## src/rtl/alu_issue_sched.sv

```systemverilog
// alu_issue_sched: ALU reservation station with CDB wakeup, oldest-first select and mispredict flush.
// Define ALU_RS_BYPASS_EN to let a same-cycle CDB wakeup make an entry eligible (0-cycle wakeup-to-issue).
module alu_issue_sched #(
    parameter int RS_DEPTH  = 8,
    parameter int ROB_DEPTH = 16
) (
    input  logic        clk,
    input  logic        reset,
    input  logic        disp_valid,
    input  logic [6:0]  disp_opcode,
    input  logic [2:0]  disp_func3,
    input  logic [6:0]  disp_func7,
    input  logic [31:0] disp_imm,
    input  logic [6:0]  disp_ps1,
    input  logic [6:0]  disp_ps2,
    input  logic [6:0]  disp_pd,
    input  logic [4:0]  disp_rob_index,
    input  logic        disp_ps1_rdy,
    input  logic        disp_ps2_rdy,
    output logic        rs_full,
    input  logic        cdb_valid,
    input  logic [6:0]  cdb_tag,
    input  logic [4:0]  rob_head,
    input  logic [4:0]  rob_tail,
    input  logic        mispredict,
    input  logic [4:0]  mispredict_tag,
    input  logic        fu_alu_ready,
    output logic        issued,
    output logic [6:0]  iss_opcode,
    output logic [2:0]  iss_func3,
    output logic [6:0]  iss_func7,
    output logic [31:0] iss_imm,
    output logic [6:0]  iss_ps1,
    output logic [6:0]  iss_ps2,
    output logic [6:0]  iss_pd,
    output logic [4:0]  iss_rob_index
);
    localparam int IW = $clog2(RS_DEPTH);

    logic [RS_DEPTH-1:0] r_valid, r_rdy1, r_rdy2;
    logic [6:0]          r_opcode [RS_DEPTH];
    logic [2:0]          r_func3  [RS_DEPTH];
    logic [6:0]          r_func7  [RS_DEPTH];
    logic [31:0]         r_imm    [RS_DEPTH];
    logic [6:0]          r_ps1    [RS_DEPTH];
    logic [6:0]          r_ps2    [RS_DEPTH];
    logic [6:0]          r_pd     [RS_DEPTH];
    logic [4:0]          r_rob    [RS_DEPTH];

    logic [RS_DEPTH-1:0] w_wake1, w_wake2, w_rdy1_eff, w_rdy2_eff, w_elig, w_flush;
    logic [IW-1:0]       w_free_idx, w_win;
    logic                w_found, w_disp;
    logic [4:0]          w_best_age, w_start, w_win_len;

    // (a - b) mod ROB_DEPTH for tags already inside 0..ROB_DEPTH-1
    function automatic logic [4:0] f_dist(input logic [4:0] a, input logic [4:0] b);
        logic [5:0] s;
        s = {1'b0, a} + 6'(ROB_DEPTH) - {1'b0, b};
        return (s >= 6'(ROB_DEPTH)) ? 5'(s - 6'(ROB_DEPTH)) : s[4:0];
    endfunction

    always_comb begin
        w_start   = (mispredict_tag == 5'(ROB_DEPTH - 1)) ? 5'd0 : mispredict_tag + 5'd1;
        w_win_len = f_dist(rob_tail, w_start);
        w_wake1   = '0;
        w_wake2   = '0;
        w_flush   = '0;
        for (int i = 0; i < RS_DEPTH; i++) begin
            w_wake1[i] = cdb_valid && (r_ps1[i] == cdb_tag);
            w_wake2[i] = cdb_valid && (r_ps2[i] == cdb_tag);
            w_flush[i] = r_valid[i] && (f_dist(r_rob[i], w_start) < w_win_len);
        end
    end

`ifdef ALU_RS_BYPASS_EN
    assign w_rdy1_eff = r_rdy1 | w_wake1;
    assign w_rdy2_eff = r_rdy2 | w_wake2;
`else
    assign w_rdy1_eff = r_rdy1;
    assign w_rdy2_eff = r_rdy2;
`endif

    always_comb begin
        w_elig     = '0;
        w_found    = 1'b0;
        w_win      = '0;
        w_best_age = '1;
        w_free_idx = '0;
        for (int i = 0; i < RS_DEPTH; i++) begin
            // I-type ALU and LUI have no second register source
            w_elig[i] = r_valid[i] && w_rdy1_eff[i] &&
                        (w_rdy2_eff[i] || r_opcode[i] == 7'b0010011 || r_opcode[i] == 7'b0110111);
            if (w_elig[i] && (!w_found || f_dist(r_rob[i], rob_head) < w_best_age)) begin
                w_found    = 1'b1;
                w_win      = IW'(i);
                w_best_age = f_dist(r_rob[i], rob_head);
            end
        end
        for (int i = RS_DEPTH - 1; i >= 0; i--)
            if (!r_valid[i]) w_free_idx = IW'(i);
    end

    assign rs_full       = &r_valid;
    assign w_disp        = disp_valid && !rs_full && !mispredict;
    assign issued        = fu_alu_ready && w_found && !mispredict;
    assign iss_opcode    = issued ? r_opcode[w_win] : '0;
    assign iss_func3     = issued ? r_func3[w_win]  : '0;
    assign iss_func7     = issued ? r_func7[w_win]  : '0;
    assign iss_imm       = issued ? r_imm[w_win]    : '0;
    assign iss_ps1       = issued ? r_ps1[w_win]    : '0;
    assign iss_ps2       = issued ? r_ps2[w_win]    : '0;
    assign iss_pd        = issued ? r_pd[w_win]     : '0;
    assign iss_rob_index = issued ? r_rob[w_win]    : '0;

    always_ff @(posedge clk or posedge reset) begin
        if (reset) begin
            r_valid <= '0;
            r_rdy1  <= '0;
            r_rdy2  <= '0;
            for (int i = 0; i < RS_DEPTH; i++) begin
                r_opcode[i] <= '0;
                r_func3[i]  <= '0;
                r_func7[i]  <= '0;
                r_imm[i]    <= '0;
                r_ps1[i]    <= '0;
                r_ps2[i]    <= '0;
                r_pd[i]     <= '0;
                r_rob[i]    <= '0;
            end
        end else begin
            for (int i = 0; i < RS_DEPTH; i++) begin
                if (r_valid[i]) begin
                    r_rdy1[i] <= r_rdy1[i] | w_wake1[i];
                    r_rdy2[i] <= r_rdy2[i] | w_wake2[i];
                    if ((mispredict && w_flush[i]) || (issued && w_win == IW'(i))) r_valid[i] <= 1'b0;
                end else if (w_disp && w_free_idx == IW'(i)) begin
                    r_valid[i]  <= 1'b1;
                    r_opcode[i] <= disp_opcode;
                    r_func3[i]  <= disp_func3;
                    r_func7[i]  <= disp_func7;
                    r_imm[i]    <= disp_imm;
                    r_ps1[i]    <= disp_ps1;
                    r_ps2[i]    <= disp_ps2;
                    r_pd[i]     <= disp_pd;
                    r_rob[i]    <= disp_rob_index;
                    r_rdy1[i]   <= disp_ps1_rdy || disp_ps1 == 7'd0 || (cdb_valid && cdb_tag == disp_ps1);
                    r_rdy2[i]   <= disp_ps2_rdy || disp_ps2 == 7'd0 || (cdb_valid && cdb_tag == disp_ps2);
                end
            end
        end
    end
endmodule

```

## config.mk

```make
export PLATFORM = sky130hd
export DESIGN_NAME = alu_issue_sched
export DESIGN_NICKNAME = d
export VERILOG_FILES = /design/src/rtl/alu_issue_sched.sv
export SDC_FILE = /design/constraint.sdc
export NUM_CORES = 2
export LEC_CHECK = 0
export ABC_AREA = 1
export BUFFER_PORTS_ARGS = -buffer_cell sky130_fd_sc_hd__clkbuf_2
export CAP_MARGIN = 20
export CORE_UTILIZATION = 57
export CTS_CLUSTER_SIZE = 10
export DETAILED_ROUTE_END_ITERATION = 10
export PLACE_DENSITY_LB_ADDON = 0.15
export SLEW_MARGIN = 25
export SYNTH_ARGS = -nofsm -noshare
export SYNTH_HDL_FRONTEND = slang
export SYNTH_SLANG_ARGS = --single-unit
```

## constraint.sdc

```tcl
create_clock -name clk -period 29.8 [get_ports clk]
set_input_delay 5.96 -clock clk [delete_from_list [all_inputs] [get_ports clk]]
set_output_delay 5.96 -clock clk [all_outputs]
set_load 0.1 [all_outputs]
```

After elaboration in Yosys (flattened, before gate mapping)

Index checks and enable logic that the tools add are counted.

Bits in registers: 624
Output and inout bits: 77
Input bits: 105

Bitwise gates (word level): 25
Reduce and logical (&&, ||, !) cells: 142
Magnitude comparators: 33
Muxes and demuxes: 136
Eq/ne operators: 49
$add $sub $neg: 44

Operator list:

| cell                                                | number |
|---|---|
| 2-to-1 mux 5 bit                                    | 28 |
| equality test 7 bit                                 | 18 |
| binary-select mux 7 bit (select 3 bit)              | 5 |
| 2-to-1 mux 7 bit                                    | 15 |
| >= comparator 6 x 5 -> 1 bit, second input constant | 17 |
| subtractor 6 x 5 -> 6 bit                           | 17 |
| binary-select mux 32 bit (select 3 bit)             | 1 |
| 2-to-1 mux 32 bit                                   | 3 |
| subtractor 5 bit, second input constant             | 17 |
| logical AND 1 bit                                   | 77 |
| < comparator 5 bit                                  | 15 |
| 2-to-1 mux 1 bit                                    | 65 |
| equality test 7 x 5 -> 1 bit, second input constant | 8 |
| equality test 7 x 6 -> 1 bit, second input constant | 8 |
| adder 5 x 5 -> 6 bit, second input constant         | 9 |
| 2-to-1 mux 3 bit                                    | 17 |
| logical OR 1 bit                                    | 35 |
| equality test 3 bit, second input constant          | 8 |
| OR 1 bit                                            | 16 |
| AND reduction 2 bit                                 | 8 |
| nonzero test 2 bit                                  | 8 |
| binary-select mux 5 bit (select 3 bit)              | 1 |
| zero test 7 bit                                     | 2 |
| equality test 3 x 2 -> 1 bit, second input constant | 4 |
| 10 further kinds                                    | 27 |

Longest topological paths before layout

Depth in word-level cells: 39
Gate-level depth with buffers: 83
Mapped depth without buffers: 77

Least setup slack after synthesis

No wires, ideal clock.

Path type: input-to-output
Start: input rob_head[1]
End: output iss_pd[1]
Arrival: 16.102 ns
Stages on the path: 70
Path slack: 7.738 ns
Path buffers: 6
Cell sequence: inv_1 fa_1 or2_2 a21oi_1 ha_1 a21oi_1 nand2_1 nand2_1 nand2_1 nand2_1 nand2_2 o21ai_0 ha_1 a21oi_1 nor2_1 a211oi_1 nand2_1 nand2_1 [34 not listed] nand2_1 nand2_1 buf_4 nand2_1 o21ai_0 ha_1 nand2_1 nor2_1 a211oi_1 nand2_1 nand2_1 nand2_2 nand3_1 buf_2 buf_2 a21oi_1 nand2_1 nand2_1

Word-level cells in the longest chain between the ends: 37

Ends and longest elaborated chain:

| item                                                                    | RTL line | source |
|---|---|---|
| from (decl)                                                             | 23       | `input logic [4:0] rob_head,` |
| subtractor 6 x 5 -> 6 bit                                               | 58       | `s = {1'b0, a} + 6'(ROB_DEPTH) - {1'b0, b};` |
| subtractor 5 bit / >= comparator 6 x 5 -> 1 bit (equally long branches) | 59       | `return (s >= 6'(ROB_DEPTH)) ? 5'(s - 6'(ROB_DEPTH)) : s[4:0];` |
| 2-to-1 mux 5 bit                                                        | 59       |  |
| 2-to-1 mux 5 bit                                                        | 93       | `if (w_elig[i] && (!w_found \|\| f_dist(r_rob[i], rob_head) < w_best_age)) begin` |
| < comparator 5 bit                                                      | 93       |  |
| logical OR 1 bit                                                        | 93       |  |
| logical AND 1 bit                                                       | 93       |  |
| 2-to-1 mux 5 bit / 2-to-1 mux 1 bit (equally long branches)             | 93       |  |
| [20 not listed]                                                         | --       |  |
| < comparator 5 bit / zero test 1 bit (equally long branches)            | 93       |  |
| logical OR 1 bit                                                        | 93       |  |
| logical AND 1 bit                                                       | 93       |  |
| 2-to-1 mux 3 bit                                                        | 93       |  |
| NOT 3 -> 4 bit (implied by the code)                                    | 112      | `assign iss_pd = issued ? r_pd[w_win] : '0;` |
| binary-select mux 7 bit (select 3 bit)                                  | 112      |  |
| 2-to-1 mux 7 bit (implied by the code) (2 in a row)                     | 112      |  |
| 2-to-1 mux 7 bit (*)                                                    | 112      |  |
| to (decl)                                                               | 35       | `output logic [6:0] iss_pd,` |

Every way passes the cells marked *; elsewhere a longest branch is shown, timed or not. The select of a mux whose other input is x is not followed.

Worst setup path after layout

Start: input rob_head[1]
End: output iss_imm[31]

Word-level cells in the longest chain between the ends: 37

Ends and longest elaborated chain:

| item                                                                    | RTL line | source |
|---|---|---|
| subtractor 6 x 5 -> 6 bit                                               | 58       |  |
| subtractor 5 bit / >= comparator 6 x 5 -> 1 bit (equally long branches) | 59       |  |
| 2-to-1 mux 5 bit                                                        | 59       |  |
| 2-to-1 mux 5 bit                                                        | 93       |  |
| < comparator 5 bit                                                      | 93       |  |
| logical OR 1 bit                                                        | 93       |  |
| logical AND 1 bit                                                       | 93       |  |
| 2-to-1 mux 5 bit / 2-to-1 mux 1 bit (equally long branches)             | 93       |  |
| [20 not listed]                                                         | --       |  |
| < comparator 5 bit / zero test 1 bit (equally long branches)            | 93       |  |
| logical OR 1 bit                                                        | 93       |  |
| logical AND 1 bit                                                       | 93       |  |
| 2-to-1 mux 3 bit                                                        | 93       |  |
| NOT 3 -> 4 bit (implied by the code)                                    | 109      | `assign iss_imm = issued ? r_imm[w_win] : '0;` |
| binary-select mux 32 bit (select 3 bit)                                 | 109      |  |
| 2-to-1 mux 32 bit (implied by the code) (2 in a row)                    | 109      |  |
| 2-to-1 mux 32 bit (*)                                                   | 109      |  |
| to (decl)                                                               | 32       | `output logic [31:0] iss_imm,` |

Marked as above.

==> flow_summary.json <==
{
  "ys_seq_area_share_pct": 43.14,
  "drtAntennaViolNets": 0,
  "async_flop_share_pct": 100.0,
  "cts_buffer_depth": 3,
  "grt_pass1_vias": 31390,
  "path_clk_slew_ns": 0.05,
  "dieArea_sq_um": 64510,
  "antenna_found_initial": 6,
  "clock-sinks": 624,
  "period_share_pct": 85.75,
  "place_area_sq_um": 37480,
  "ys_ff_latch": 624,
  "grt_usage_pct": 36.56,
  "synthMuxAreaShare_pct": 0,
  "syn_to_final_growth_pct": 9.542,
  "crit_top_cell": "nand2_1",
  "leakagePower_nw": 20.47,
  "root_buffer": "clkbuf_16",
  "grt_max_degree": 159,
  "fin_setup_tns_ns": 0,
  "ys.flop_type": "dfrtp_1",
  "rsz0062_at_grt": "no",
  "wl_um": 117200,
  "syn_area_per_cell_sq_um": 7.388,
  "slew_viol_final": 0,
  "rows": 92,
  "synth_top_family_by_area": "simple AND/OR/NAND/NOR gates",
  "critPathRequiredTime_ns": 23.84,
  "syn-num-nets": 5170,
  "synth_top_area_share_pct": 43.14,
  "slowest_stage": "a21oi_4",
  "path_class": "in -> out",
  "fp.dieW_um": 254.0,
  "critical_path_peak_fanout": 106,
  "dp_slack_ns": 4.455,
  "cts_htree_levels": 3,
  "wl_per_cell_um": 20.28,
  "core_area_sq_um": 62850,
  "io-pin-count": 182,
  "hold_violations": 0,
  "hp-class": "reg -> reg",
  "grt_pass1_wl_um": 181400,
  "final_cell_area_sq_um": 39650,
  "viasPerCell": 5.847,
  "synth.distinct_cells": 47,
  "clock_latency_ns": 0.64,
  "yosys.area_share.simple_pct": 22.83,
  "synth_area_leaders": "dfrtp_1 43%, nand2_1 12%, o21ai_0 9.0%",
  "ys_warn_count": 0,
  "cts_buffers": 74,
  "tightest_slew_ns": 1.087,
  "skew_ns": 0.03327,
  "status": "complete, no violations",
  "synth_compound_area_share_pct": 15.57,
  "synthXorXnorAreaFrac_pct": 1.791,
  "start_kind": "input port",
  "drc": 0,
  "fin_crit_ns": 25.55,
  "max_stage_delay_ns": 0.71,
  "p_per_area_nw_per_um2": 82.61,
  "drive_gt1_share_pct": 6.901,
  "first_pass_iters": 8,
  "dpl.hpwl_um": 72680,
  "vdd_ir_drop_max_mv": 0.07166,
  "overflow": 0,
  "port-buffer-count": 181,
  "cts_tree": "built",
  "synth_area_sq_um": 36190,
  "drt_iter0_markers": 3861,
  "syn-instance-count": 4899,
  "final_nets": 5178,
  "fp.dieH_um": 254.0,
  "synthAdderAreaFrac_pct": 6.091,
  "maxCapViolations": 0,
  "synth_edf_count": 0,
  "cts-resized-gates": 0,
  "setup-violations-final": 0,
  "fin_cells": 5777,
  "cp.arrival_ns": 19.59,
  "place_congestion": 0.9507,
  "fin_ws_ns": 4.248,
  "max-slew-margin-rel_pct": 27.55,
  "fmax_mhz": 39.14,
  "synth_top_area_cell": "dfrtp_1",
  "hold_buffers": 0,
  "worst_setup_path_end_kind": "output pin",
  "dp_cells": 5676,
  "start_util_pct": 57.58,
  "power.total_mw": 3.275,
  "via_count": 33780,
  "post-cts-setup-buffers": 0
}
## routing by layer
metal	part of all wire, %	global-route usage [%]	vias to the layer above
met4	4.5	17.19	6
met2	45	56.58	1779
li1	-	-	15820
met5	0.029	0	-
met3	10	7.190	354
met1	40	49.41	15820
## flip-flops by register name (all words and copies together) (netlist names)
signal	cells
r_valid	8
r_imm	256
r_opcode	56
r_ps1	56
r_rdy2	8
r_pd	56
r_rdy1	8
r_func3	24
r_rob	40
r_func7	56
r_ps2	56
## cell usage in the layout (no fill, tap or decap), types with 4 or more instances in the layout
| cell | n |
|---|---|
| and2_1 | 5 |
| diode_2 | 4 |
| clkbuf_8 | 4 |
| nand2_1 | 1191 |
| a211oi_1 | 16 |
| o221ai_1 | 14 |
| nand3_4 | 7 |
| a221oi_1 | 13 |
| o21ai_0 | 649 |
| xor2_1 | 58 |
| inv_1 | 696 |
| nor4_1 | 6 |
| a21oi_1 | 236 |
| dfrtp_1 | 624 |
| o21ai_1 | 24 |
| a2111oi_0 | 13 |
| nand2_2 | 5 |
| ha_1 | 149 |
| clkbuf_1 | 9 |
| clkbuf_2 | 181 |
| nand4_1 | 229 |
| o21a_1 | 9 |
| nand3b_1 | 6 |
| fa_1 | 17 |
| a41oi_1 | 6 |
| nand3_1 | 62 |
| buf_4 | 32 |
| nor2_1 | 456 |
| nor3_1 | 18 |
| o2111ai_1 | 12 |
| a31oi_1 | 8 |
| clkbuf_16 | 76 |
| o22ai_1 | 32 |
| xnor2_1 | 16 |
## power by group
part	total (mW)	internal, mW	switching [mW]
Clock	0.830	0.469	0.361
Combinational	1.24	0.390	0.853
Sequential	1.20	1.06	0.137
## cell type report
class	count	area [sq um]
fill	5768	23200
multi-input combinational	3285	16920
sequential	624	15620
inverter	702	2650
clock buffer	89	1991
timing repair buffer	220	1275
tap	846	1059
clock inverter	7	128.9
antenna	4	10.01
## synth_stat cells, types with 8 or more instances
cell type,n
nand2_1,1193
inv_1,698
o21ai_0,649
dfrtp_1,624
nor2_1,459
a21oi_1,236
nand4_1,229
clkbuf_1,185
ha_1,149
buf_2,76
nand3_1,69
xor2_1,58
o22ai_1,32
o21ai_1,25
buf_1,22
nor3_1,21
fa_1,17
a211oi_1,16
xnor2_1,16
o221ai_1,14
a2111oi_0,13
a221oi_1,13
o2111ai_1,12
o21a_1,9
a31oi_1,8
## logic make-up after synthesis
group,count (synthesis)
buffers and inverters,990
adders and majority gates,166
xor gates and xnor gates,74
and+or+nand+nor,1998
AOI/OAI and AO/OA,1047
DFF,624
## worst max-delay path, delay by kind of cell
family,cells,cell delay [ns]
buf+inv,7,2.21
fa+ha+maj,8,2.64
compound gates,19,4.77
simple gates,36,3.90
## final timing paths
check                                  startpoint                     end  slack (ns)  cells after the start
max in group asynchronous                   reset  r_imm[250]$_DFFE_PP0P_       22.29                      4
min                        r_imm[189]$_DFFE_PP0P_  r_imm[189]$_DFFE_PP0P_        0.48                      2
max                                   rob_head[1]             iss_imm[31]        4.25                     70
min in group asynchronous                   reset   r_imm[96]$_DFFE_PP0P_        5.51                      2
min reg2reg                r_imm[189]$_DFFE_PP0P_  r_imm[189]$_DFFE_PP0P_        0.48                      2
max reg2reg                 r_rob[35]$_DFFE_PP0P_    r_valid[3]$_DFF_PP0_       16.64                     70
## per-stage QoR
stage	hold WS [ns]	util, %
floorplan	0.4479	-
detailed placement	0.4675	59.63
global placement	0.4601	59.57
CTS	0.4805	63.00
finish	0.4815	63.08
global route	0.4934	63.07
(Power assumes the default switching activity.)
